==> src/rtl/disp_sched.sv <==
// disp_sched -- two-requester scheduler feeding a hex display word.
//
// A requester offering a word is granted for one ACCEPT cycle. If its valid
// is still high in that cycle, the word is transferred to o_data and held on
// screen for HOLD_TICKS i_tick strobes. If the valid has dropped, the grant is
// abandoned and nothing is transferred. The display is never blanked except
// by reset.
//
// Compile-time option: DISP_SCHED_RR_EN
//   defined   -> round-robin arbitration between the two requesters
//   undefined -> fixed priority, requester 0 first
//
// Ports:
//   clk, rst_n            clock, synchronous active-low reset
//   i_tick                one-cycle timebase strobe
//   i_reqN_valid/_data    requester N offers a word (held until ready)
//   o_reqN_ready          one-cycle accept strobe to requester N
//   o_data, o_owner       displayed word and the requester it came from
//   o_busy                high whenever the scheduler is not idle
module disp_sched #(
    parameter int unsigned HOLD_TICKS = 3,
    parameter int unsigned DATA_W     = 16
) (
    input  logic              clk,
    input  logic              rst_n,
    input  logic              i_tick,
    input  logic              i_req0_valid,
    input  logic [DATA_W-1:0] i_req0_data,
    output logic              o_req0_ready,
    input  logic              i_req1_valid,
    input  logic [DATA_W-1:0] i_req1_data,
    output logic              o_req1_ready,
    output logic [DATA_W-1:0] o_data,
    output logic              o_owner,
    output logic              o_busy
);

    typedef enum logic [1:0] {
        IDLE   = 2'd0,
        ACCEPT = 2'd1,
        HOLD   = 2'd2
    } state_t;

`ifdef DISP_SCHED_RR_EN
    localparam logic RR_EN = 1'b1;
`else
    localparam logic RR_EN = 1'b0;
`endif

    localparam logic [7:0] LAST_CNT = 8'(HOLD_TICKS - 1);

    state_t              state_q;
    logic                winner_q;
    logic                last_grant_q;
    logic [7:0]          cnt_q;
    logic                winner_d;
    logic                win_valid;
    logic [DATA_W-1:0]   win_data;

    // Contention only matters when both offer; otherwise the lone valid wins.
    always_comb begin
        winner_d = ~i_req0_valid;
        if (RR_EN && i_req0_valid && i_req1_valid) begin
            winner_d = ~last_grant_q;
        end
    end

    always_comb begin
        win_valid = winner_q ? i_req1_valid : i_req0_valid;
        win_data  = winner_q ? i_req1_data  : i_req0_data;
    end

    always_ff @(posedge clk) begin
        if (!rst_n) begin
            state_q      <= IDLE;
            winner_q     <= 1'b0;
            last_grant_q <= 1'b1;
            cnt_q        <= '0;
            o_data       <= '0;
            o_owner      <= 1'b0;
            o_busy       <= 1'b0;
            o_req0_ready <= 1'b0;
            o_req1_ready <= 1'b0;
        end else begin
            o_req0_ready <= 1'b0;
            o_req1_ready <= 1'b0;
            unique case (state_q)
                IDLE: begin
                    if (i_req0_valid || i_req1_valid) begin
                        winner_q     <= winner_d;
                        o_req0_ready <= ~winner_d;
                        o_req1_ready <= winner_d;
                        o_busy       <= 1'b1;
                        state_q      <= ACCEPT;
                    end
                end
                ACCEPT: begin
                    if (win_valid) begin
                        o_data       <= win_data;
                        o_owner      <= winner_q;
                        last_grant_q <= winner_q;
                        cnt_q        <= '0;
                        state_q      <= HOLD;
                    end else begin
                        o_busy  <= 1'b0;
                        state_q <= IDLE;
                    end
                end
                HOLD: begin
                    if (i_tick) begin
                        cnt_q <= cnt_q + 8'd1;
                        if (cnt_q == LAST_CNT) begin
                            o_busy  <= 1'b0;
                            state_q <= IDLE;
                        end
                    end
                end
                default: begin
                    o_busy  <= 1'b0;
                    state_q <= IDLE;
                end
            endcase
        end
    end

endmodule

==> config.mk <==
export PLATFORM = sky130hd
export DESIGN_NAME = disp_sched
export DESIGN_NICKNAME = d
export VERILOG_FILES = /design/src/rtl/disp_sched.sv
export SDC_FILE = /design/constraint.sdc
export NUM_CORES = 1
export LEC_CHECK = 0
export BUFFER_PORTS_ARGS = -buffer_cell sky130_fd_sc_hd__buf_2
export CAP_MARGIN = 20
export CORE_ASPECT_RATIO = 0.9
export CORE_UTILIZATION = 30
export DETAILED_ROUTE_END_ITERATION = 8
export HOLD_SLACK_MARGIN = 0.08
export PLACE_DENSITY_LB_ADDON = 0.2
export SKIP_CTS_REPAIR_TIMING = 1
export SLEW_MARGIN = 20
export SYNTH_ARGS = -nofsm -noshare
export SYNTH_HDL_FRONTEND = slang
export SYNTH_SLANG_ARGS = --single-unit
==> constraint.sdc <==
create_clock -name clk -period 1.7 [get_ports clk]
set_input_delay 0 -clock clk [delete_from_list [all_inputs] [get_ports clk]]
set_output_delay 0 -clock clk [all_outputs]
set_load 0.01 [all_outputs]
# == Yosys cells after proc, flatten, opt, wreduce, memory -nomap -nowiden ==
# Index checks and enable logic that the tools add are counted.
# word_totals
register_bits,31
input_bits,37
word_cells,42
# op_classes
add_sub_neg,1
n_eq_ne,8
mux,15
bitwise,1
reduce_logical,9
# op_table
cell,count
two-way mux 16 bit,1
two-way mux 8 bit,2
one-hot mux 8 bit (2 select lines),1
"!= test 2 bit, second input constant",5
AND reduction 3 bit,3
"adder 8 x 1 -> 8 bit, second input constant",1
"== test 8 x 2 -> 1 bit, second input constant",1
two-way mux 2 bit,4
one-hot mux 2 bit (3 select lines),1
two-way mux 1 bit,5
AND reduction 2 bit,2
AND reduction 4 bit,1
one-hot mux 1 bit (3 select lines),1
"== test 2 x 1 -> 1 bit, second input constant",1
"== test 2 bit, second input constant",1
zero test 2 bit,1
nonzero test 2 bit,1
logical OR 1 bit,1
NOT 1 bit,1

# == Logic depth before layout (Yosys ltp) ==
# Gate-level depths: netlist of the first run.
# depth
depth_word,4
ltp_mapped,7
depth_no_buf,5

# == Least setup slack after synthesis of the first run ==
# Ideal clock, no wire load.
# synth_timing
path_type,reg-to-reg
start,register winner_q
end,register state_q[1]
setup_time_ns,0.134
arrival_time_ns,1.236
required_time_ns,1.566
path_slack_ns,0.330
stages_incl_launch_ff,8
n_path_buf,3
synth_period_minus_slack_ns,1.370
cell_sequence,dfxtp_1 > buf_6 > mux2i_1 > nor2b_1 > buf_4 > buf_4 > a21oi_1 > nor2_1
# synth_between
elab_chain_cells,3
# synth_lines
item,line_no,rtl
"start, declared",53,logic winner_q;
"start signal, assigned",90,winner_q <= winner_d;
two-way mux 1 bit,69,win_valid = winner_q ? i_req1_valid : i_req0_valid;
two-way mux 2 bit,98,if (win_valid) begin
one-hot mux 2 bit (3 select lines),87,unique case (state_q)
"end signal, assigned",75,state_q <= IDLE;
"end signal, assigned",94,state_q <= ACCEPT;
"end signal, assigned",103,state_q <= HOLD;
"end, declared",52,state_t state_q;
# Every way passes these cells.
# A chain may end at the register's enable or synchronous reset.

# == Worst setup path after layout of the first run ==
# layout_timing
start,register state_q[0]
end,register o_req1_ready
# layout_between
elab_chain_cells,2
# layout_lines
item,line_no,rtl
zero test 2 bit,87,
AND reduction 3 bit (no source line),n/a,
"end signal, assigned",92,o_req1_ready <= winner_d;
"end, declared",32,"output logic o_req1_ready,"
# Every way passes these cells.

==> results of run 1 <==
-- metal layers --
metal	vias up	global-route usage, %	share of wire (%)
met1	597	15.8	48
met2	38	23.2	45
met5	-	0	0
met4	0	6.97	2.1
li1	674	-	-
met3	9	4.08	4.9
-- sequential cells by signal, indices dropped and copies added, names as in the netlist --
signal and cells:
o_req0_ready 1, o_busy 1, o_data 16, o_req1_ready 1, cnt_q 8, winner_q 1, o_owner 1, state_q 2
-- report_power, final --
group,switching (mW),internal [mW]
Sequential,0.0255,0.771
Clock,0.266,0.586
Combinational,0.172,0.158
-- per-stage QoR --
step	area (um^2)	setup slack [ns]	util, %	instances	power, mW
6_report	2010	0.165	43.6	277	1.98
5_1_grt	2010	0.0636	43.6	277	2.07
4_1_cts	1970	0.177	42.7	273	2.00
3_5_place_dp	1830	0.225	39.8	265	1.14
3_3_place_gp	1830	0.275	39.8	265	1.14
2_1_floorplan	1490	0.330	-	153	1.03
-- worst min path at each step --
stage / endpoint
2_1_floorplan: o_req1_ready
3_3_place_gp: o_req1_ready
3_5_place_dp: o_req1_ready
4_1_cts: o_req1_ready
5_1_grt: o_data[10]
6_report: o_data[10]
-- worst max-delay path, stage by stage (launching register included) --
cell                            delay (ns)
sky130_fd_sc_hd__dfxtp_1              0.36
sky130_fd_sc_hd__nor2_1               0.24
sky130_fd_sc_hd__nand2_1              0.12
sky130_fd_sc_hd__nor3b_1              0.19
sky130_fd_sc_hd__dlygate4sd3_1        0.57
-- synthesized netlist by cell type, drive strengths merged --
library cell and instances:
a21oi 7, o21bai 1, mux2i 17, dfxtp 31
a22oi 2, nand3b 1, nand3 2, nand4 1
a21o 1, nor4 1, inv 2, and2b 1
xnor2 2, nor2b 2, o221a 3, buf 6
xor2 1, a41oi 1, a211oi 19, clkbuf 4
nor2 30, and3 1, nand2b 2, and3b 1
nand2 6, a31oi 2, ha 2, o21a 1
nor3b 1, nor3 2
-- cell type report --
class / instances / area, um^2
repair buffers: 64 / 375
fillers: 461 / 2600
multi-input cells: 110 / 792
well taps: 62 / 77.6
flip-flops and latches: 31 / 621
clock inverters: 2 / 60.1
inverters: 2 / 7.51
clock buffers: 6 / 72.6
-- kinds of logic after synthesis --
family / count (synthesis)
multiplexers: 17
AO/OA/AOI/OAI: 37
flip-flops: 31
adder cells (fa/ha/maj): 2
buffers and inverters: 12
AND/OR/NAND/NOR: 51
XOR/XNOR: 3
==> flow_summary.toml, run 1 <==
[status]
run_status = "completed"

[setup_path]
cp-start-kind = "flop"
crit_fanout = 8
timing.reg2reg.worst_path_depth = 4
crit_path_start = "state_q[0]"
timing.critical_path.required_ns = 1.93
kind_of_critical_path = "flop to flop"
reg2reg_slack_ns = 0.16
endpoint_kind = "flop"
crit_arrival_ns = 1.76
critical_path.reg2reg.startpoint = "state_q[0]"
reg2reg_to = "o_req1_ready"
setup.worst_path.end = "o_req1_ready"

[sta]
whs_ns = 0.0698
final.min_clock_period_ns = 1.54
timing.clock.skew_ns = 0.00663
fmax_mhz = 651
final.setup.tns_ns = 0
timing.final.crit_share_pct = 90.3
slew_viol_final = 0
final-setup-viol-count = 0
setup_repair_after_global_routing_missed_its_margin = "no"
worst_pin_slew_ns = 0.419
relSlewSlack_pct = 72.0
timing.final.hold_violations = 0

[floorplan]
die_h_um = 68.8
core_area_um2 = 4600
start_util_pct = 32.3
die_span_in_x_um = 76.2
std_cell_rows = 23
fp.dieArea_um2 = 5240
floorplan.io_pins = 57

[clock_network]
cts_made_buffers = 5
clock_tree.buffer_depth = 2
ctsHtreeMaxLevel = 2
clkTransAtPathRegs_ns = 0.07
clk_root_buffer_cell = "sky130_fd_sc_hd__clkbuf_8"
worst_skew_pair.late_latency_ns = 0.28
cts_sinks = 31
cts_tree = "yes"

[yosys]
synth.yosys.warnings = 0
seq_area_frac_synth_pct = 41.8
yosys.area.top_type_share_pct = 41.8
yosys.area.top_type = "sky130_fd_sc_hd__dfxtp_1"
synth-simple-area-share_pct = 15.7
synth.area.mux_share_pct = 11.4
post_synth_num_cell_types = 33
synth_fp_nets = 192
synthesis.instances = 153
largest_family_of_logic_cells_by_synthesized_area = "compound AO/OA/AOI/OAI gates"
synth-compound-area-share_pct = 22.6
synth.ff_latch_count = 31
synthesized_area_divided_by_synthesized_cell_count_um2 = 9.72
yosys.area_share.adder_pct = 1.68
synth_area_leaders = "sky130_fd_sc_hd__dfxtp_1, sky130_fd_sc_hd__mux2i_1, sky130_fd_sc_hd__a211oi_2"
mappedNetlistArea_um2 = 1490
xor_xnor_fraction_of_synth_area_pct = 1.77

[place]
place.port_buffers = 56
routabilityCongestion = 0.765
dp_hpwl_mm = 2.37

[grt]
globalRoute.totalOverflow = 0
grt_pass1_vias = 1201
grt_antenna_before_repair = 0
largest_net_degree_at_the_start_of_global_routing = 34
grt_pass1_wl_mm = 5.40
grtUsageTotal_pct = 13.5

[pwr]
p_leak_nw = 0.837
power.ir.vdd_worst_uv = 502
powerDensity_nw_per_um2 = 986

[hold_path]
hold_path.startpoint = "i_req0_data[10]"
hp-class = "input port to flop"
worst_hold_path.num_cells = 3

[final_layout]
nNetsFinal = 253
mostFrequentLayoutCells = "sky130_fd_sc_hd__buf_2, sky130_fd_sc_hd__dfxtp_1, sky130_fd_sc_hd__nor2_1"
n_antenna_cell = 0
drive_gt1_share_pct = 39.5
layout_commonest_cell = "sky130_fd_sc_hd__buf_2"
syn2layout_area_growth_pct = 34.9

[routing]
vias = 1318
drtIter0Drc = 76
viasPerCell = 4.76
final_routed_wirelength_across_all_metal_layers_mm = 3.25
drt-pass1-iter-count = 4
detail_route.wl_per_cell_um = 11.7
route.antenna.remaining_nets = 0
drc_errors = 0

[job]
drv.max_cap_violation_count = 0
Power figures use the tool's default switching activity.
==> run 2, diff against run 1 <==
CTS_BUF_LIST = sky130_fd_sc_hd__clkbuf_16   (was default)
RECOVER_POWER = 100   (was default)
SLEW_MARGIN = default   (was 20)
==> flow_summary.toml, run 2 (synthesized netlist as in run 1, its figures left out) <==
[place]
dp_hpwl_mm = 2.37
dpl_cell_area_um2 = 1830
place.port_buffers = 56
routabilityCongestion = 0.765

[clock_network]
cts_made_buffers = 5
clk_root_buffer_cell = "sky130_fd_sc_hd__clkbuf_16"
worst_skew_pair.late_latency_ns = 0.27
clkTransAtPathRegs_ns = 0.05
cts_tree = "yes"
cts_sinks = 31
ctsHtreeMaxLevel = 2
clock_tree.buffer_depth = 2

[status]
run_status = "completed"

[floorplan]
die_span_in_x_um = 76.2
floorplan.io_pins = 57
std_cell_rows = 23
fp.dieArea_um2 = 5240
core_area_um2 = 4600
start_util_pct = 32.3
die_h_um = 68.8

[final_layout]
stdcell_area_um2 = 2010
layout_commonest_cell = "sky130_fd_sc_hd__buf_2"
drive_gt1_share_pct = 27.9
largest_register_ffs = 16
mostFrequentLayoutCells = "sky130_fd_sc_hd__buf_2, sky130_fd_sc_hd__dfxtp_1, sky130_fd_sc_hd__nor2_1"
syn2layout_area_growth_pct = 35.5
largest-register = "o_data"
nNetsFinal = 253
n_antenna_cell = 0
largestRegisters = "o_data (16), cnt_q (8), state_q (2)"

[setup_path]
timing.critical_path.required_ns = 1.91
critical_path_cell_count = 4
crit_path_start = "state_q[0]"
cp-start-kind = "flop"
critical_path.cell_chain = "nor2_1 -> nand2_1 -> nor3b_1 -> dlygate4sd3_1"
crit_fanout = 8
crit_buf_inv = 1
timing.reg2reg.worst_path_depth = 4
critical_path.top_delay_family = "buffers and inverters"
endpoint_kind = "flop"
critical_path.slowest_cell = "sky130_fd_sc_hd__dlygate4sd3_1"
setup.worst_path.end = "o_req1_ready"
reg2reg_to = "o_req1_ready"
reg2reg_slack_ns = 0.17
kind_of_critical_path = "flop to flop"
max_stage_delay_ns = 0.57
critical_path.reg2reg.startpoint = "state_q[0]"
crit_arrival_ns = 1.74

[grt]
grt_busiest_layer = "met2"
globalRoute.totalOverflow = 0
grt_antenna_before_repair = 0
groute.layer.met3.usage_pct = 4.47
gr-usage-met2_pct = 22.8
grt_pass1_wl_mm = 5.40
grtUsageTotal_pct = 13.4
grt_pass1_vias = 1195
largest_net_degree_at_the_start_of_global_routing = 34
globalRouteMet1Util_pct = 15.9

[routing]
drc_errors = 0
drt-pass1-iter-count = 4
final_routed_wirelength_across_all_metal_layers_mm = 3.20
route.antenna.remaining_nets = 0
detail_route.wl_per_cell_um = 11.5
drtIter0Drc = 86
vias = 1303
viasPerCell = 4.70

[pwr]
post-layout-total-power_mw = 2.23
powerDensity_nw_per_um2 = 1110
power.ir.vdd_worst_uv = 503
p_leak_nw = 0.776

[sta]
timing.clock.skew_ns = 0.00593
final.min_clock_period_ns = 1.53
setup_repair_after_global_routing_missed_its_margin = "no"
timing.final.hold_violations = 0
relSlewSlack_pct = 60.7
fmax_mhz = 653
final.setup.tns_ns = 0
timing.final.crit_share_pct = 90.0
final-setup-viol-count = 0
worst_pin_slew_ns = 0.589
slew_viol_final = 0

[hold_path]
hp-class = "input port to flop"

[job]
drv.max_cap_violation_count = 0
-- run 2: worst min path at each step --
stage                               start            to  slack, ns  depth (start not counted)
after CTS                    i_req0_valid  o_req1_ready      -0.04                          2
final                      i_req0_data[0]     o_data[0]       0.09                          3
after global placement       i_req0_valid  o_req1_ready       0.26                          2
after global routing      i_req0_data[10]    o_data[10]        0.1                          3
after detailed placement     i_req0_valid  o_req1_ready       0.24                          2
after floorplan              i_req0_valid  o_req1_ready       0.08                          1
-- run 2: final cells by class --
| class | instances | area [um^2] |
|---|---|---|
| well taps | 62 | 77.6 |
| inverters | 2 | 7.51 |
| flip-flops and latches | 31 | 621 |
| clock buffers | 5 | 125 |
| repair buffers | 64 | 343 |
| clock inverters | 3 | 63.8 |
| fillers | 468 | 2590 |
| multi-input cells | 110 | 777 |
-- run 2: metrics by stage --
| step | setup WS [ns] | instances | util (%) | hold slack, ns |
|---|---|---|---|---|
| 2_1_floorplan | 0.330 | 153 | - | 0.0758 |
| 3_3_place_gp | 0.275 | 265 | 39.8 | 0.256 |
| 3_5_place_dp | 0.225 | 265 | 39.8 | 0.242 |
| 4_1_cts | 0.212 | 273 | 43.9 | -0.0392 |
| 5_1_grt | 0.0676 | 277 | 43.8 | 0.0981 |
| 6_report | 0.170 | 277 | 43.8 | 0.0870 |
-- run 2: routing by layer --
| metal | vias to the layer above | routed length [um] |
|---|---|---|
| li1 | 678 | - |
| met1 | 586 | 1540 |
| met2 | 35 | 1450 |
| met3 | 4 | 174 |
| met4 | 0 | 29 |
| met5 | - | 0 |
-- run 2: worst reg2reg max path, cell delays in order, from the launching register on --
cell	delay, ns
sky130_fd_sc_hd__dfxtp_1	0.36
sky130_fd_sc_hd__nor2_1	0.24
sky130_fd_sc_hd__nand2_1	0.12
sky130_fd_sc_hd__nor3b_1	0.19
sky130_fd_sc_hd__dlygate4sd3_1	0.57
-- run 2: where the power goes --
group | switching [mW] | internal (mW)
clock | 0.288 | 0.832
combinational | 0.168 | 0.144
sequential | 0.0263 | 0.773
